[config.mk]
export PLATFORM = sky130hd
export DESIGN_NAME = network_stack_rx
export DESIGN_NICKNAME = d
export VERILOG_FILES = /design/src/rtl/network_stack_rx.sv
export SDC_FILE = /design/constraint.sdc
export NUM_CORES = 1
export LEC_CHECK = 0
export BUFFER_PORTS_ARGS = -buffer_cell sky130_fd_sc_hd__buf_2
export CAP_MARGIN = 20
export CORE_MARGIN = 2
export CORE_UTILIZATION = 50
export CTS_BUF_LIST = sky130_fd_sc_hd__clkbuf_16
export DETAILED_ROUTE_END_ITERATION = 16
export PLACE_DENSITY = 0.72
export SYNTH_ARGS = -nofsm -noshare
export SYNTH_HDL_FRONTEND = slang
export SYNTH_SLANG_ARGS = --single-unit
[constraint.sdc]
create_clock -name clk -period 7.1 [get_ports clk]
set_input_delay 0.355 -clock clk [delete_from_list [all_inputs] [get_ports clk]]
set_output_delay 0.355 -clock clk [all_outputs]
set_load 0.02 [all_outputs]
[src/rtl/network_stack_rx.sv]
// RMII receiver: strips preamble/SFD, filters Ethernet II / IPv4 / UDP headers, streams the
// UDP payload as DATA_SIZE-bit words and reports a per-frame CRC-32 verdict.
module network_stack_rx #(
    parameter int unsigned N         = 2,
    parameter int unsigned DATA_SIZE = 16
) (
    input  logic                 clk,
    input  logic                 rst,
    input  logic                 eth_crsdv,
    input  logic [N-1:0]         eth_rxd,
    input  logic [47:0]          mac,
    input  logic [15:0]          udp_dst_port_in,
    output logic                 axiov,
    output logic [DATA_SIZE-1:0] axiod,
    output logic [47:0]          src_mac_out,
    output logic [31:0]          src_ip_out,
    output logic [15:0]          udp_src_port_out,
    output logic [15:0]          payload_length,
    output logic                 frame_done,
    output logic                 frame_good
);
    localparam int unsigned Bytes      = DATA_SIZE / 8;
    localparam logic [31:0] CrcPoly    = 32'hEDB88320;
    localparam logic [31:0] CrcResidue = 32'hDEBB20E3;

    typedef enum logic [3:0] {
        StWaitIdle, StIdle, StPreamble, StEthHdr, StIpHdr, StUdpHdr, StPayload, StTrailer, StDrop
    } state_e;

    state_e               state_q, state_d;
    logic [2:0]           pre_cnt_q, pre_cnt_d;
    logic [1:0]           dib_cnt_q, dib_cnt_d;
    logic [7:0]           byte_sr_q, byte_sr_d;
    logic [4:0]           hdr_idx_q, hdr_idx_d;
    logic [39:0]          field_q, field_d;
    logic [31:0]          crc_q, crc_d;
    logic [15:0]          pay_rem_q, pay_rem_d;
    logic [15:0]          slot_q, slot_d;
    logic [DATA_SIZE-1:0] word_q, word_d;
    logic                 axiov_q, axiov_d;
    logic [DATA_SIZE-1:0] axiod_q, axiod_d;
    logic [47:0]          src_mac_q, src_mac_d;
    logic [31:0]          src_ip_q, src_ip_d;
    logic [15:0]          udp_src_q, udp_src_d;
    logic [15:0]          pay_len_q, pay_len_d;
    logic                 done_q, done_d;
    logic                 good_q, good_d;

    logic [1:0]  rxd;
    logic [7:0]  rx_byte;
    logic [47:0] field_nxt;
    logic        in_body, in_frame, byte_done;

    assign rxd = eth_rxd[1:0];

    // Reflected CRC-32, data bits consumed LSB first.
    function automatic logic [31:0] crc_dibit(input logic [31:0] crc, input logic [1:0] d);
        logic [31:0] c;
        c = crc;
        for (int i = 0; i < 2; i++) begin
            c = (c[0] ^ d[i]) ? ((c >> 1) ^ CrcPoly) : (c >> 1);
        end
        return c;
    endfunction

    always_comb begin
        state_d   = state_q;
        pre_cnt_d = pre_cnt_q;
        dib_cnt_d = dib_cnt_q;
        byte_sr_d = byte_sr_q;
        hdr_idx_d = hdr_idx_q;
        field_d   = field_q;
        crc_d     = crc_q;
        pay_rem_d = pay_rem_q;
        slot_d    = slot_q;
        word_d    = word_q;
        axiov_d   = 1'b0;
        axiod_d   = axiod_q;
        src_mac_d = src_mac_q;
        src_ip_d  = src_ip_q;
        udp_src_d = udp_src_q;
        pay_len_d = pay_len_q;
        done_d    = 1'b0;
        good_d    = 1'b0;

        rx_byte   = {rxd, byte_sr_q[7:2]};
        field_nxt = {field_q, rx_byte};
        in_body   = state_q inside {StEthHdr, StIpHdr, StUdpHdr, StPayload, StTrailer};
        in_frame  = in_body || (state_q inside {StPreamble, StDrop});
        byte_done = eth_crsdv && in_body && (dib_cnt_q == 2'd3);

        if (in_body && eth_crsdv) begin
            crc_d     = crc_dibit(crc_q, rxd);
            dib_cnt_d = dib_cnt_q + 2'd1;
            byte_sr_d = rx_byte;
        end
        if (byte_done) begin
            field_d   = field_nxt[39:0];
            hdr_idx_d = hdr_idx_q + 5'd1;
        end

        case (state_q)
            StWaitIdle: if (!eth_crsdv) state_d = StIdle;
            StIdle: begin
                if (eth_crsdv && rxd == 2'b01) begin
                    state_d   = StPreamble;
                    pre_cnt_d = 3'd1;
                end
            end
            StPreamble: begin
                if (eth_crsdv) begin
                    if (rxd == 2'b01) begin
                        if (pre_cnt_q != 3'd7) pre_cnt_d = pre_cnt_q + 3'd1;
                    end else if (rxd == 2'b11 && pre_cnt_q == 3'd7) begin
                        state_d   = StEthHdr;
                        crc_d     = '1;
                        dib_cnt_d = '0;
                        hdr_idx_d = '0;
                    end else begin
                        state_d = StDrop;
                    end
                end
            end
            StEthHdr: begin
                if (byte_done) begin
                    if (hdr_idx_q == 5'd5 && field_nxt != mac && field_nxt != '1) state_d = StDrop;
                    if (hdr_idx_q == 5'd11) src_mac_d = field_nxt;
                    if (hdr_idx_q == 5'd13) begin
                        hdr_idx_d = '0;
                        state_d   = (field_nxt[15:0] == 16'h0800) ? StIpHdr : StDrop;
                    end
                end
            end
            StIpHdr: begin
                if (byte_done) begin
                    if ((hdr_idx_q == 5'd0 && rx_byte != 8'h45) ||
                        (hdr_idx_q == 5'd9 && rx_byte != 8'h11)) state_d = StDrop;
                    if (hdr_idx_q == 5'd15) src_ip_d = field_nxt[31:0];
                    if (hdr_idx_q == 5'd19) begin
                        hdr_idx_d = '0;
                        state_d   = StUdpHdr;
                    end
                end
            end
            StUdpHdr: begin
                if (byte_done) begin
                    if (hdr_idx_q == 5'd1) udp_src_d = field_nxt[15:0];
                    if (hdr_idx_q == 5'd3 && field_nxt[15:0] != udp_dst_port_in) state_d = StDrop;
                    if (hdr_idx_q == 5'd5) begin
                        if (field_nxt[15:0] < 16'd8) state_d = StDrop;
                        else pay_len_d = field_nxt[15:0] - 16'd8;
                    end
                    if (hdr_idx_q == 5'd7) begin
                        pay_rem_d = pay_len_q;
                        slot_d    = '0;
                        word_d    = '0;
                        state_d   = (pay_len_q == 16'd0) ? StTrailer : StPayload;
                    end
                end
            end
            StPayload: begin
                if (byte_done) begin
                    for (int unsigned i = 0; i < Bytes; i++) begin
                        if (slot_q == 16'(i)) word_d[DATA_SIZE-1-8*i -: 8] = rx_byte;
                    end
                    pay_rem_d = pay_rem_q - 16'd1;
                    slot_d    = slot_q + 16'd1;
                    // Full word, or last payload byte: flush with unused low bytes left at zero.
                    if (slot_q == 16'(Bytes - 1) || pay_rem_q == 16'd1) begin
                        axiov_d = 1'b1;
                        axiod_d = word_d;
                        word_d  = '0;
                        slot_d  = '0;
                    end
                    if (pay_rem_q == 16'd1) state_d = StTrailer;
                end
            end
            default: ;
        endcase

        if (in_frame && !eth_crsdv) begin
            done_d  = 1'b1;
            good_d  = (state_q == StTrailer) && (dib_cnt_q == 2'd0) && (crc_q == CrcResidue);
            state_d = StIdle;
        end
    end

    always_ff @(posedge clk) begin
        if (rst) begin
            state_q   <= StWaitIdle;
            pre_cnt_q <= '0;
            dib_cnt_q <= '0;
            byte_sr_q <= '0;
            hdr_idx_q <= '0;
            field_q   <= '0;
            crc_q     <= '1;
            pay_rem_q <= '0;
            slot_q    <= '0;
            word_q    <= '0;
            axiov_q   <= 1'b0;
            axiod_q   <= '0;
            src_mac_q <= '0;
            src_ip_q  <= '0;
            udp_src_q <= '0;
            pay_len_q <= '0;
            done_q    <= 1'b0;
            good_q    <= 1'b0;
        end else begin
            state_q   <= state_d;
            pre_cnt_q <= pre_cnt_d;
            dib_cnt_q <= dib_cnt_d;
            byte_sr_q <= byte_sr_d;
            hdr_idx_q <= hdr_idx_d;
            field_q   <= field_d;
            crc_q     <= crc_d;
            pay_rem_q <= pay_rem_d;
            slot_q    <= slot_d;
            word_q    <= word_d;
            axiov_q   <= axiov_d;
            axiod_q   <= axiod_d;
            src_mac_q <= src_mac_d;
            src_ip_q  <= src_ip_d;
            udp_src_q <= udp_src_d;
            pay_len_q <= pay_len_d;
            done_q    <= done_d;
            good_q    <= good_d;
        end
    end

    assign axiov            = axiov_q;
    assign axiod            = axiod_q;
    assign src_mac_out      = src_mac_q;
    assign src_ip_out       = src_ip_q;
    assign udp_src_port_out = udp_src_q;
    assign payload_length   = pay_len_q;
    assign frame_done       = done_q;
    assign frame_good       = good_q;
endmodule

* Yosys cells after proc, flatten, opt, wreduce, memory -nomap -nowiden
Index checks and enable logic that the tools add are counted.
** Operators by class
- $add $sub $neg :: 6
- Order comparisons :: 1
- Equality and inequality tests :: 56
- Muxes and demuxes :: 64
- Bitwise logic cells :: 8
- Reduce and logical (&&, ||, !) cells :: 39
** Operator list (count)
- 32-bit 2-to-1 mux :: 7
- 16-bit 2-to-1 mux :: 9
- 16-bit case mux with 2 select lines :: 3
- 4-bit 2-to-1 mux :: 19
- 48-bit != test :: 1
- 48-bit != test, second input constant :: 1
- 5-bit 2-to-1 mux :: 8
- 16-bit by 1-bit == test with 1-bit output, second input constant :: 2
- 32-bit == test, second input constant :: 1
- 16-bit logical NOT :: 2
- 13-bit inverter with 14-bit output :: 2
- 4-bit case mux with 7 select lines :: 1
- 12-bit AND reduction :: 2
- 5-bit by 4-bit == test with 1-bit output, second input constant :: 4
- 3-bit by 2-bit != test with 1-bit output, second input constant :: 6
- 16-bit by 1-bit adder with 16-bit output, second input constant :: 1
- 16-bit by 12-bit == test with 1-bit output, second input constant :: 1
- 4-bit by 3-bit == test with 1-bit output, second input constant :: 4
- 16-bit by 4-bit less-than comparator with 1-bit output, second input constant :: 1
- 8-bit 2-to-1 mux :: 2
- 16-bit != test :: 1
- 2-bit != test, second input constant :: 8
- 16-bit by 1-bit subtractor with 16-bit output, second input constant :: 1
- 16-bit by 4-bit subtractor with 16-bit output, second input constant :: 1
- 41 further kinds :: 86
** Storage, ports and cells
- Register bits after elaboration :: 273
- Bits of input ports :: 69
- Output and inout bits :: 131
- Logic and storage cells :: 193

* Depth between registers and ports, before layout
- Depth after elaboration :: 9
- Mapped depth :: 10
- Gate-level depth less buffers :: 8

* Worst setup path after synthesis
OpenSTA, ideal clock, no wires.
- Kind :: register to register
- Start point :: reg hdr_idx_q[1]
- End point :: reg state_q[3]
- Setup time :: 0.119 ns
- Arrival :: 2.156 ns
- Data required time :: 6.981 ns
- Path slack :: 4.825 ns
- Cell stages (with the launch flop) :: 9
- Path buffers :: 0
- Clock period less this slack :: 2.275 ns
- Cell sequence :: dfxtp_1 inv_1 ha_1 and4b_1 nand2b_1 or4_1 nor4_2 nor3_2 o221a_1
** Between the ends
- Longest elaborated chain between the ends :: 8
- Elaborated cells on any way between the ends :: 26
- Those cells by class :: eq/ne: 8; mux: 10; reduce/logical: 8
** Ends and longest elaborated chain
- start: declaration :: line 34 : logic [4:0] hdr_idx_q, hdr_idx_d;
- start signal: assignment :: line 213 : hdr_idx_q <= hdr_idx_d;
- 5-bit by 2-bit == test with 1-bit output :: line 148 : if (hdr_idx_q == 5'd3 && field_nxt[15:0] != udp_dst_port_in) state_d = StDrop;
- 1-bit logical AND :: line 148
- 4-bit 2-to-1 mux :: line 148
- 4-bit 2-to-1 mux :: line 150 : if (field_nxt[15:0] < 16'd8) state_d = StDrop;
- 4-bit 2-to-1 mux :: line 149 : if (hdr_idx_q == 5'd5) begin
- 4-bit 2-to-1 mux :: line 153 : if (hdr_idx_q == 5'd7) begin
- 4-bit 2-to-1 mux :: line 146 : if (byte_done) begin
- 4-bit case mux with 7 select lines :: line 102 : case (state_q)
- end signal: assignment :: line 190 : state_q <= StWaitIdle;
- end signal: assignment :: line 209 : state_q <= state_d;
- end: declaration :: line 30 : state_e state_q, state_d;
Several ways; a longest one is shown, not always the timed one. The select of a mux whose other input is x is not followed.
A chain may end at the register's enable or synchronous reset.

* Worst setup path in the final report
- Start point :: reg state_q[0]
- End point :: reg slot_q[14]
** Between the ends
- Longest elaborated chain between the ends :: 6
- Elaborated cells on any way between the ends :: 14
- Those cells by class :: eq/ne: 8; mux: 1; reduce/logical: 5
** Ends and longest elaborated chain
- 4-bit by 2-bit == test with 1-bit output, or another cell as far along :: line 88 : in_body = state_q inside {StEthHdr, StIpHdr, StUdpHdr, StPayload, StTrailer};
- 5-bit nonzero test :: line 88
- 1-bit logical AND (2 in series) :: line 90 : byte_done = eth_crsdv && in_body && (dib_cnt_q == 2'd3);
- 2-bit != test (no source line)
- 4-bit AND reduction (no source line)
- end signal: assignment :: line 217 : slot_q <= slot_d;
- end: declaration :: line 38 : logic [15:0] slot_q, slot_d;
Several ways; a longest one is shown, not always the timed one.

==> flow_summary.toml <==
[die]
dieArea_um2 = 25970
placementRows = 57
ios = 200
die_x_um = 161.1
start_util_pct = 50.92
die_h_um = 161.1
design.core.area_um2 = 24250

[worst_setup_path]
cp_max_fo = 56
end_kind = "register"
worst-setup-path-type = "reg2reg"
cp-start-kind = "register"
critPathArrivalTime_ns = 4.07
required_ns = 7.56

[sta]
fmax_mhz = 276.8
finalClockSkew_ns = 0.01532
fin_crit_ns = 3.613
period_share_pct = 50.89
final_hold_viol_count = 0
worstMarginPinSlew_ns = 1.009
grt_setup_unrepaired = "false"
slew_violations = 0
tns_ns = 0
finalSetupViolations = 0
max_slew_margin_pct = 32.70

[clock_network]
cts_max_level = 1
clock_sinks = 271
cts_tree = "yes"
cts_root_buf = "clkbuf_16"
cts_resized = 0
clk_latency_ns = 0.54
clk_pin_slew_ns = 0.06
clockBufferDepth = 3
hold_buffers = 0
cts_buffers = 29
post_cts_buffers = 0

[run]
maxCapViolCount = 0

[yosys]
synth_area_leaders = "dfxtp_1 (44%), nand2_1 (11%), a21oi_1 (6.8%)"
avgSynthCellArea_um2 = 8.086
yosysTopAreaCellShare_pct = 43.94
syn-num-nets = 1610
async_flop_share_pct = 0
ys_top_cells_by_count = "nand2_1 (358), dfxtp_1 (271), a21oi_1 (167), nor2_1 (110), xor2_1 (91)"
synth_edf_count = 0
synth.most_common_cell = "nand2_1"
ys_seq_area_share_pct = 43.94
yosysTopAreaCell = "dfxtp_1"
synth-seq-cells = 271
synth_cell_types = 74
synthCells = 1527
synth_flop_cell = "dfxtp_1"
yosysWarnings = 0
syn_area_um2 = 12350

[finish]
areaGrowthSynthToFinish_pct = 16.22
fin_nets = 1732
n_antenna_cell = 0
stdcell_area_um2 = 14350
drive_gt1_share_pct = 16.76

[routing]
drt_first_pass_iters = 5
initialDrtViolationCount = 1098
routed_via_density = 5.704
drt_wl_total_um = 35560
dr_total_vias = 11380
wire_per_inst_um = 17.82
drc_errors = 0
drtAntennaViolNets = 0

[placed_design]
dp_hpwl_um = 23140
numPortBuffers = 199
place_congestion = 0.9125
place_area_um2 = 13350

[global_routing]
grt_overflow_total = 0
grt_pass1_vias = 10420
grt_pass1_wl_um = 55520
grt_max_degree = 123
track_usage_pct = 26.07
antenna_found_initial = 0

[power]
sw_frac_of_total_pct = 23.21
comb_power_share_pct = 6.1
ir_worst_vdd_uv = 224.7
internal_power_w = 0.002538
pwr-share-seq_pct = 47.5
p_sw_w = 0.0007673
clock_power_share_pct = 46.4
cellLeakagePower_nw = 5.864
total_power_w = 0.003305
powerDensity_nw_per_um2 = 230.3

[outcome]
status = "complete, no violations"

[worst_hold_path]
holdCritPathClass = "in2reg"
==> worst paths after layout <==
| kind | start | endpoint | slack (ns) | depth (start not counted) |
|---|---|---|---|---|
| setup / recovery | state_q[0]$_SDFFE_PP0P_ | slot_q[14]$_SDFFE_PP0P_ | 3.49 | 6 |
| hold / removal | rst | pay_rem_q[6]$_SDFFE_PP0P_ | 0.35 | 2 |
| setup reg to reg | state_q[0]$_SDFFE_PP0P_ | slot_q[14]$_SDFFE_PP0P_ | 3.49 | 6 |
| hold reg to reg | src_ip_out[11]$_SDFFE_PP0P_ | src_ip_out[11]$_SDFFE_PP0P_ | 0.45 | 2 |
==> registers in the layout (all words and copies together), names as in the netlist, 2 cells and up <==
signal / cells
src_mac_out: 48
field_q: 40
crc_q: 32
src_ip_out: 32
axiod: 16
pay_rem_q: 16
payload_length: 16
slot_q: 16
udp_src_port_out: 16
word_q: 16
byte_sr_q: 6
hdr_idx_q: 5
state_q: 4
pre_cnt_q: 3
dib_cnt_q: 2
==> worst max-delay path: stages (launching register included) <==
cell	delay [ns]
dfxtp_1	0.77
a21o_1	0.28
and3_2	0.89
nand2_2	0.51
or3b_1	0.52
or3b_1	0.39
a21oi_1	0.17
==> metrics by stage <==
step | worst slack (ns) | util, % | cells | hold WS (ns)
finish | 3.487 | 59.18 | 1995 | 0.3471
global route | 3.287 | 59.18 | 1995 | 0.3907
CTS | 3.446 | 59.04 | 1993 | 0.3720
detailed placement | 3.524 | 55.07 | 1940 | 0.4435
global placement | 3.662 | 55.07 | 1940 | 0.4400
floorplan | 4.825 | - | 1527 | 0.4296
==> per-layer routing <==
| layer | vias up | GRT usage (%) | wire length, um |
|---|---|---|---|
| li1 | 5495 | - | - |
| met1 | 5400 | 35.96 | 15630 |
| met2 | 409 | 43.00 | 16410 |
| met3 | 75 | 3.390 | 2582 |
| met4 | 0 | 7.468 | 930 |
| met5 | - | 0 | 0 |
==> logic make-up (layout without fill, tap and decap cells) <==
group	count (synthesis)	count (layout)	share of synthesized area [%]
compound gates	295	295	14.57
buf+inv	134	278	4.520
simple gates	685	685	26.11
flops	271	271	43.94
xor+xnor	111	111	8.056
fa+ha+maj	14	14	1.419
mux	17	17	1.378
==> cell type report <==
| class | instances | area (um2) |
|---|---|---|
| Fill cell | 2191 | 9898 |
| Timing Repair Buffer | 211 | 1112 |
| Clock inverter | 24 | 235.2 |
| Tap cell | 324 | 405.4 |
| Clock buffer | 29 | 725.7 |
| Inverter | 14 | 52.55 |
| Multi-Input combinational cell | 1122 | 6394 |
| Sequential cell | 271 | 5425 |
==> power by group through the flow <==
stage | clock, W | sequential [W] | combinational [W]
6_report | 0.00153 | 0.00157 | 0.000203
5_1_grt | 0.00161 | 0.00157 | 0.000221
4_1_cts | 0.00154 | 0.00157 | 0.000202
3_5_place_dp | 0 | 0.00160 | 0.000199
3_3_place_gp | 0 | 0.00160 | 0.000197
2_1_floorplan | 0 | 0.00158 | 0.000163
==> cells in the final DEF, fill, tap and decap left out, types with 21 or more instances in the layout <==
master,Yosys,layout
buf_2,26,198
nor4_1,36,36
nand2_1,358,358
a21oi_1,167,167
dfxtp_1,271,271
o211ai_1,24,24
xor2_1,91,91
nor2_1,110,109
a211oi_1,21,21
clkbuf_16,0,29
nand4_1,27,27
o21ai_0,21,21
nand3_1,46,44
Power figures use the tool's default switching activity.
